[src/rtl/alarm_pkg.sv]
`default_nettype none
// ============================================================================
// alarm_pkg -- shared types, 50 MHz timing defaults and counter-width helper
// Revision: 1.0
// ============================================================================
package alarm_pkg;

    typedef enum logic [1:0] {
        ST_RELEASED = 2'd0,
        ST_PRESSED  = 2'd1,
        ST_HOLD     = 2'd2
    } btn_state_e;

    // Defaults at 50 MHz: 20 ms debounce, 500 ms first repeat, 100 ms repeat period
    localparam int c_debounce_cycles      = 1_000_000;
    localparam int c_repeat_delay_cycles  = 25_000_000;
    localparam int c_repeat_period_cycles = 5_000_000;

    // Bits needed to count 0..max_count-1, never narrower than one bit
    function automatic int cnt_width(input int max_count);
        return (max_count <= 2) ? 1 : $clog2(max_count);
    endfunction

endpackage
`default_nettype wire

[src/rtl/button_channel.sv]
`default_nettype none
// ============================================================================
// button_channel -- synchroniser, debounce, hold/repeat FSM for one button
// Revision: 1.0
// ============================================================================
module button_channel
    import alarm_pkg::*;
#(
    parameter int DEBOUNCE_CYCLES      = c_debounce_cycles,
    parameter int REPEAT_DELAY_CYCLES  = c_repeat_delay_cycles,
    parameter int REPEAT_PERIOD_CYCLES = c_repeat_period_cycles,
    parameter bit REPEAT_EN            = 1'b1,
    parameter bit ACTIVE_LOW_IN        = 1'b1
) (
    input  logic clk,
    input  logic rst_n,
    input  logic i_raw,
    output logic o_level,
    output logic o_press,
    output logic o_release,
    output logic o_repeat
);

    localparam int c_dcnt_w   = cnt_width(DEBOUNCE_CYCLES);
    localparam int c_hold_max = (REPEAT_DELAY_CYCLES > REPEAT_PERIOD_CYCLES) ?
                                REPEAT_DELAY_CYCLES : REPEAT_PERIOD_CYCLES;
    localparam int c_hold_w   = cnt_width(c_hold_max);

    localparam logic [c_dcnt_w-1:0] c_dcnt_last  = c_dcnt_w'(DEBOUNCE_CYCLES - 1);
    localparam logic [c_dcnt_w-1:0] c_dcnt_one   = c_dcnt_w'(1);
    localparam logic [c_hold_w-1:0] c_delay_last = c_hold_w'(REPEAT_DELAY_CYCLES - 1);
    localparam logic [c_hold_w-1:0] c_per_last   = c_hold_w'(REPEAT_PERIOD_CYCLES - 1);
    localparam logic [c_hold_w-1:0] c_hold_one   = c_hold_w'(1);

    logic                sync1_q,   sync1_d;
    logic                sync2_q,   sync2_d;
    logic [c_dcnt_w-1:0] dcnt_q,    dcnt_d;
    logic                level_q,   level_d;
    btn_state_e          state_q,   state_d;
    logic [c_hold_w-1:0] hold_q,    hold_d;
    logic                press_q,   press_d;
    logic                release_q, release_d;
    logic                repeat_q,  repeat_d;

    logic w_s;
    logic w_rise;
    logic w_fall;

    // Synchroniser and debounce: level follows s only after an unbroken run of disagreement
    always_comb begin
        sync1_d = i_raw;
        sync2_d = sync1_q;
        w_s     = ACTIVE_LOW_IN ? ~sync2_q : sync2_q;
        level_d = level_q;
        dcnt_d  = '0;
        if (w_s != level_q) begin
            if (dcnt_q == c_dcnt_last) begin
                level_d = w_s;
            end else begin
                dcnt_d = dcnt_q + c_dcnt_one;
            end
        end
    end

    // Strobes are registered alongside the level, so they look one step ahead at level_d
    assign w_rise = level_d & ~level_q;
    assign w_fall = ~level_d & level_q;

    always_comb begin
        state_d   = state_q;
        hold_d    = hold_q;
        press_d   = 1'b0;
        release_d = 1'b0;
        repeat_d  = 1'b0;
        case (state_q)
            ST_RELEASED: begin
                hold_d = '0;
                if (w_rise) begin
                    state_d = ST_PRESSED;
                    press_d = 1'b1;
                end
            end
            ST_PRESSED: begin
                if (w_fall) begin
                    state_d   = ST_RELEASED;
                    release_d = 1'b1;
                    hold_d    = '0;
                end else if (!REPEAT_EN) begin
                    hold_d = '0;
                end else if (hold_q == c_delay_last) begin
                    state_d  = ST_HOLD;
                    repeat_d = 1'b1;
                    hold_d   = '0;
                end else begin
                    hold_d = hold_q + c_hold_one;
                end
            end
            ST_HOLD: begin
                // Release wins over a coincident repeat terminal count
                if (w_fall) begin
                    state_d   = ST_RELEASED;
                    release_d = 1'b1;
                    hold_d    = '0;
                end else if (hold_q == c_per_last) begin
                    repeat_d = 1'b1;
                    hold_d   = '0;
                end else begin
                    hold_d = hold_q + c_hold_one;
                end
            end
            default: begin
                state_d = ST_RELEASED;
                hold_d  = '0;
            end
        endcase
    end

    always_ff @(posedge clk) begin
        if (!rst_n) begin
            // Synchroniser resets to the pin's idle level so s reads "not pressed"
            sync1_q   <= ACTIVE_LOW_IN;
            sync2_q   <= ACTIVE_LOW_IN;
            dcnt_q    <= '0;
            level_q   <= 1'b0;
            state_q   <= ST_RELEASED;
            hold_q    <= '0;
            press_q   <= 1'b0;
            release_q <= 1'b0;
            repeat_q  <= 1'b0;
        end else begin
            sync1_q   <= sync1_d;
            sync2_q   <= sync2_d;
            dcnt_q    <= dcnt_d;
            level_q   <= level_d;
            state_q   <= state_d;
            hold_q    <= hold_d;
            press_q   <= press_d;
            release_q <= release_d;
            repeat_q  <= repeat_d;
        end
    end

    assign o_level   = level_q;
    assign o_press   = press_q;
    assign o_release = release_q;
    assign o_repeat  = repeat_q;

endmodule
`default_nettype wire

[src/rtl/button_conditioner.sv]
`default_nettype none
// ============================================================================
// button_conditioner -- per-button debounce plus press/release/repeat strobes
// Revision: 1.0
// ============================================================================
module button_conditioner
    import alarm_pkg::*;
#(
    parameter int                   N_BUTTONS            = 2,
    parameter int                   DEBOUNCE_CYCLES      = c_debounce_cycles,
    parameter int                   REPEAT_DELAY_CYCLES  = c_repeat_delay_cycles,
    parameter int                   REPEAT_PERIOD_CYCLES = c_repeat_period_cycles,
    parameter logic [N_BUTTONS-1:0] REPEAT_EN            = {N_BUTTONS{1'b1}},
    parameter bit                   ACTIVE_LOW_IN        = 1'b1
) (
    input  logic                 clk_clk,
    input  logic                 reset_reset_n,
    input  logic [N_BUTTONS-1:0] btn_raw_i,
    output logic [N_BUTTONS-1:0] btn_level_o,
    output logic [N_BUTTONS-1:0] btn_press_o,
    output logic [N_BUTTONS-1:0] btn_release_o,
    output logic [N_BUTTONS-1:0] btn_repeat_o
);

    for (genvar g = 0; g < N_BUTTONS; g++) begin : g_chan
        button_channel #(
            .DEBOUNCE_CYCLES      (DEBOUNCE_CYCLES),
            .REPEAT_DELAY_CYCLES  (REPEAT_DELAY_CYCLES),
            .REPEAT_PERIOD_CYCLES (REPEAT_PERIOD_CYCLES),
            .REPEAT_EN            (REPEAT_EN[g]),
            .ACTIVE_LOW_IN        (ACTIVE_LOW_IN)
        ) u_channel (
            .clk       (clk_clk),
            .rst_n     (reset_reset_n),
            .i_raw     (btn_raw_i[g]),
            .o_level   (btn_level_o[g]),
            .o_press   (btn_press_o[g]),
            .o_release (btn_release_o[g]),
            .o_repeat  (btn_repeat_o[g])
        );
    end

endmodule
`default_nettype wire

[config.mk]
export PLATFORM = sky130hd
export DESIGN_NAME = button_conditioner
export DESIGN_NICKNAME = d
export VERILOG_FILES = /design/src/rtl/alarm_pkg.sv /design/src/rtl/button_channel.sv /design/src/rtl/button_conditioner.sv
export SDC_FILE = /design/constraint.sdc
export NUM_CORES = 1
export LEC_CHECK = 0
export CORE_MARGIN = 5
export CORE_UTILIZATION = 56
export CTS_CLUSTER_SIZE = 14
export DETAILED_ROUTE_END_ITERATION = 8
export PLACE_DENSITY = 0.85
export SYNTH_ARGS = -nofsm -noshare
export SYNTH_HDL_FRONTEND = slang
export SYNTH_SLANG_ARGS = --single-unit
[constraint.sdc]
create_clock -name clk_clk -period 2.4 [get_ports clk_clk]
set_input_delay 0.24 -clock clk_clk [delete_from_list [all_inputs] [get_ports clk_clk]]
set_output_delay 0.24 -clock clk_clk [all_outputs]
set_load 0.005 [all_outputs]
# After elaboration in Yosys (flattened, before gate mapping)
# Cells that the tools add are included.
[word_totals]
regBits = 106
inputBits = 4
out_inout_bits = 8
wordCells = 103
[op_classes]
n_addsub = 4
eq_ne = 18
mux = 38
bitwise = 13
reduce_logical = 12
[op_table]
columns = ["operator", "n"]
rows = [
  ["two-way mux 25 bit", 8],
  ["case mux 25 bit (2 select lines)", 2],
  ["adder 25 x 1 -> 25 bit (second input constant)", 2],
  ["== test 25 x 23 -> 1 bit (second input constant)", 2],
  ["== test 25 bit (second input constant)", 2],
  ["adder 20 x 1 -> 20 bit (second input constant)", 2],
  ["== test 20 bit (second input constant)", 2],
  ["two-way mux 1 bit", 16],
  ["two-way mux 2 bit", 8],
  ["case mux 2 bit (3 select lines)", 2],
  ["inverter 1 bit", 9],
  ["inequality test 2 x 1 -> 1 bit (second input constant)", 4],
  ["AND reduction 2 bit", 4],
  ["inequality test 3 x 1 -> 1 bit (second input constant)", 2],
  ["AND reduction 3 bit", 2],
  ["OR reduction 3 bit", 2],
  ["AND 1 bit", 4],
  ["== test 2 x 1 -> 1 bit (second input constant)", 2],
  ["== test 2 bit (second input constant)", 2],
  ["logical NOT 2 bit", 2],
  ["case mux 1 bit (2 select lines)", 2],
  ["OR reduction 2 bit", 2],
  ["inequality test 1 bit", 2],
]

# Depth between registers and ports, before layout
[depth]
depth_word = 7
depth_mapped = 7
ltp_nobuf = 6

# Modules after synthesis
# From an unflattened synthesis, not the netlist that was laid out.
[hier_totals]
cells_unflattened = 559
hier_area_um2 = 4908.5
[modules_own_cells]
columns = ["mod", "n_inst", "cells_per_inst", "area_per_inst_um2", "seq_area_each_um2"]
rows = [
  ["button_channel at g_chan[0].u_channel", 1, 278, 2456.1, 1061.0],
  ["button_channel at g_chan[1].u_channel", 1, 281, 2452.4, 1061.0],
]

# Worst setup path before layout
# Ideal clock, no wire load.
[synth_timing]
path_type = "register to register"
startpoint = "register g_chan[1].u_channel.hold_q[17]"
endpoint = "register g_chan[1].u_channel.hold_q[6]"
setup_ps = 115
t_arrival_ps = 2204
t_required_ps = 2285
slack_ps = 82
path_stages_with_launch = 8
period_less_slack_ps = 2318
path_cell_list = "dfxtp_1 buf_6 or4b_4 or4_1 o31a_1 o2111ai_4 buf_6 nor2_1"
[synth_via]
elab_chain_cells = 4
[synth_rtl]
columns = ["element", "line_no", "text"]
rows = [
  ["start, declared", "button_channel.sv:40", "logic [c_hold_w-1:0] hold_q, hold_d;"],
  ["start signal, assigned", "button_channel.sv:136", "hold_q <= hold_d;"],
  ["== test 25 x 23 -> 1 bit or == test 25 bit (tied branches)", "button_channel.sv:104, button_channel.sv:90", ""],
  ["two-way mux 25 bit, on equally long branches", "button_channel.sv:104, button_channel.sv:90", ""],
  ["two-way mux 25 bit, on equally long branches", "button_channel.sv:100, button_channel.sv:84", ""],
  ["case mux 25 bit (2 select lines) (*)", "button_channel.sv:75", "case (state_q)"],
]
# Every way passes the cells marked *; elsewhere a longest branch is shown, timed or not.
# A chain may end at the register's enable or synchronous reset.

# Worst setup path after layout
[layout_timing]
startpoint = "register g_chan[1].u_channel.hold_q[10]"
endpoint = "register g_chan[1].u_channel.hold_q[21]"
[layout_via]
elab_chain_cells = 4
[layout_rtl]
columns = ["element", "line_no"]
rows = [
  ["adder 25 x 1 -> 25 bit (tied with other cells)", "button_channel.sv:95, button_channel.sv:108"],
  ["two-way mux 25 bit, on equally long branches", "button_channel.sv:104, button_channel.sv:90"],
  ["two-way mux 25 bit, on equally long branches", "button_channel.sv:100, button_channel.sv:84"],
  ["case mux 25 bit (2 select lines) (*)", "button_channel.sv:75"],
]
# Marked as above.

==> impl_results.md <==
* Status: finished, final reports clean
* Fill cells at 705
* Crit path time final at 2.32 ns
* Syn Area/Cell at approximately 8.5 um^2
* R2R Path Start: g_chan[1].u_channel.hold_q[10]
* Synthesized area at 5020 um^2
* Nature of the critical path startpoint: flip-flop
* RSZ-0062 raised after global routing: false
* Post-synthesis xor/xnor area fraction at 14.5%
* Final hold vios at 0
* Final Worst Setup Slack at roughly 0.080 ns
* Mux contribution to synthesized area at 0%
* Gr ovfl total at 0
* Fin cells at 716
* CP Buf/Inv Count at 1
* FF-to-FF path depth at 6
* Register area share after synthesis at 42.3%
* Setup Skew at 0.0117 ns
* Critical Path Stages at 6
* Slew @ Worst Pin at 0.647 ns
* Clk Latency, worst-skew pair at 0.36 ns
* DP HPWL at 6.96 mm
* Routed wire per std cell at 13.5 um
* Max Fclk at 0.431 GHz
* Number of global-route vias before repair at 3832
* Largest stage delay, worst path at approximately 0.54 ns
* Leak Pwr at 1.63 nW
* Post-CTS sizing at 0
* CTS Buf Count at 9
* PD cells at 518 nW/um^2
* Worst Path Max Fanout at 25
* Drt drc at 0
* Post-cts hold buffer count at 0
* Final nets at 617
* Largest family of logic cells by synthesized area: simple AND/OR/NAND/NOR gates
* #FFs+latches synth at 106
* Synth Area in Compound Gates at 4.21%
* Die height at ~100 um
* Synth Flop Type: dfxtp_1
* Antenna violations before repair at 0
* Commonest non-fill, non-tap cell in the layout: nor2_1
* First-pass GRT wire length at 16.9 mm
* Synthesized instance count at 591
* Clock tree buffer depth at 2
* Max cap viols at 0
* Post-CTS setup buffers at 0
* Critical path's slowest cell: or4b_4
* Setup TNS at 0 ns
* Io pins at 12
* Simple-gate portion of the synthesized area at 31.8%
* Adder-cell share of the synthesized area at between 2 and 2.5%
* Final Max Tran Viols at 0
* Post-synth EDFFs at 0
* Dpl cells at 700
* Crit-path cells: or4b_4 > or4_1 > o31a_1 > o2111ai_4 > buf_12 > nor2_1
* CTS tree: done
* # rows at 34
* Commonest cells after routing, fill and taps aside: nor2_1 (112), dfxtp_1 (106), nand2_1 (42), xnor2_1 (42), xor2_1 (41)
* GPL Wtd Cong at around 0.86
* CTS Root Cell: clkbuf_8
* Area Growth Syn to Fin at 8.70%
* Crit path DAT at 2.57 ns
* Largest net degree at the start of global routing at 26
* Max VDD drop at 0.281 mV
* Crit share post-route at 96.7%
* Full die area at 11000 um^2
* R2r endpoint: g_chan[1].u_channel.hold_q[21]
* Clk slew on worst S/H paths at approximately 0.10 ns
* Ys async rst share at 0%
* Top Family by Delay on Critical Path: simple AND/OR/NAND/NOR gates
* Worst min path class: flip-flop to flip-flop
* Worst Setup EP: g_chan[1].u_channel.hold_q[21]
* Core ar. at 8720 um^2
* Max-Slew Margin vs Limit at 56.5%
* DRT Pass-1 Iters at 4
* Diodes inserted at 0
* DR vias at 4083
* DR iter-0 viols at 232
* Setup crit start: g_chan[1].u_channel.hold_q[10]
* Worst setup path class: flip-flop to flip-flop
* # H-tree levels at 3
* Syn nets at 605
* Yosys warning total at 0
* Final ANT Viol Nets at 0
* DIE WIDTH at 105 um
* Sink Count at 106
* # setup viols final at 0
* Post-synthesis cell type count at 44
* Global router's overall resource usage at 18.0%
* R2R setup slack at ~0.08 ns
* Drt total wl at 9.64 mm
* CP Capture Type: flip-flop
* Vias per Instance at 5.70
* Initial Utilization at between 50% and 60%
* Input/output buffers at 11
* Pre-CTS WS at 0.0591 ns
* CP Data Required Time at 2.65 ns
* Share of post-route cells with drive strength above 1 at 6.74%
-- area by class of cell --
type                       instances  area, um^2  share of cell area, %
clock inverter                     6        50.0                  0.917
multi-input combinational        438        2680                   49.2
sequential                       106        2120                   38.9
inverter                          23        86.3                   1.58
timing repair buffer              25         240                   4.40
clock buffer                      10         138                   2.52
tap                              108         135                   2.48
-- worst min path at each step --
stage                                  endpoint                         from  depth (start not counted)
floorplan           g_chan[0].u_channel.sync1_q                 btn_raw_i[0]                          1
global placement    g_chan[1].u_channel.sync2_q  g_chan[1].u_channel.sync1_q                          1
detailed placement  g_chan[0].u_channel.sync2_q  g_chan[0].u_channel.sync1_q                          1
CTS                 g_chan[0].u_channel.sync2_q  g_chan[0].u_channel.sync1_q                          1
global route        g_chan[1].u_channel.sync2_q  g_chan[1].u_channel.sync1_q                          1
finish              g_chan[0].u_channel.sync2_q  g_chan[0].u_channel.sync1_q                          1
-- per-layer routing --
layer	share of wire, %	track usage, %
met5	0	0
met4	1.1	5.57
met3	3.4	3.45
met2	49	30.8
met1	46	22.9
-- registers in the layout, indices dropped and copies added, names as in the netlist --
| register | flops |
|---|---|
| g_chan.u_channel.o_level | 2 |
| g_chan.u_channel.sync2_q | 2 |
| g_chan.u_channel.state_q | 4 |
| g_chan.u_channel.dcnt_q | 40 |
| g_chan.u_channel.hold_q | 50 |
| g_chan.u_channel.sync1_q | 2 |
| g_chan.u_channel.o_repeat | 2 |
| g_chan.u_channel.o_press | 2 |
| g_chan.u_channel.o_release | 2 |
-- synth_stat cells (all sizes together) (2+ instances only) --
library cell | instances | area [um^2]
buf | 13 | 109
nand2b | 4 | 25.0
inv | 23 | 86.3
nand4 | 26 | 163
and3 | 10 | 62.6
nor4b | 4 | 35.0
a31oi | 4 | 25.0
ha | 10 | 125
xnor2 | 42 | 368
a21oi | 3 | 15.0
nor2 | 112 | 420
or4 | 9 | 67.6
and2 | 3 | 18.8
and4 | 7 | 61.3
nor2b | 2 | 12.5
nand3 | 40 | 200
xor2 | 41 | 359
dfxtp | 106 | 2120
o31ai | 3 | 22.5
o211ai | 2 | 15.0
nand2 | 42 | 158
nor3 | 27 | 135
clkbuf | 11 | 41.3
or2 | 5 | 31.3
nand4b | 2 | 17.5
o22a | 2 | 17.5
or3 | 2 | 12.5
a41oi | 3 | 26.3
nor4 | 21 | 138
-- kinds of logic after synthesis --
group	count (synthesis)
XOR/XNOR	83
flip-flops	106
buffers and inverters	47
AO/OA/AOI/OAI	25
AND/OR/NAND/NOR	320
adder cells (fa/ha/maj)	10
-- report_power, final --
group,total [mW],internal [mW],switching (mW)
Clock,1.04,0.419,0.617
Sequential,1.76,1.76,0.00234
Combinational,0.0280,0.0108,0.0171
Total,2.83,2.19,0.636
-- stage by stage --
step / instance area (um^2) / power (mW) / util [%] / hold slack, ns
CTS: 5430 / 2.85 / 62.3 / 0.418
floorplan: 5020 / 1.82 / - / 0.341
global route: 5460 / 2.94 / 62.6 / 0.447
detailed placement: 5240 / 1.83 / 60.1 / 0.393
global placement: 5240 / 1.83 / 60.1 / 0.388
finish: 5460 / 2.83 / 62.6 / 0.415
Power figures use the tool's default switching activity.
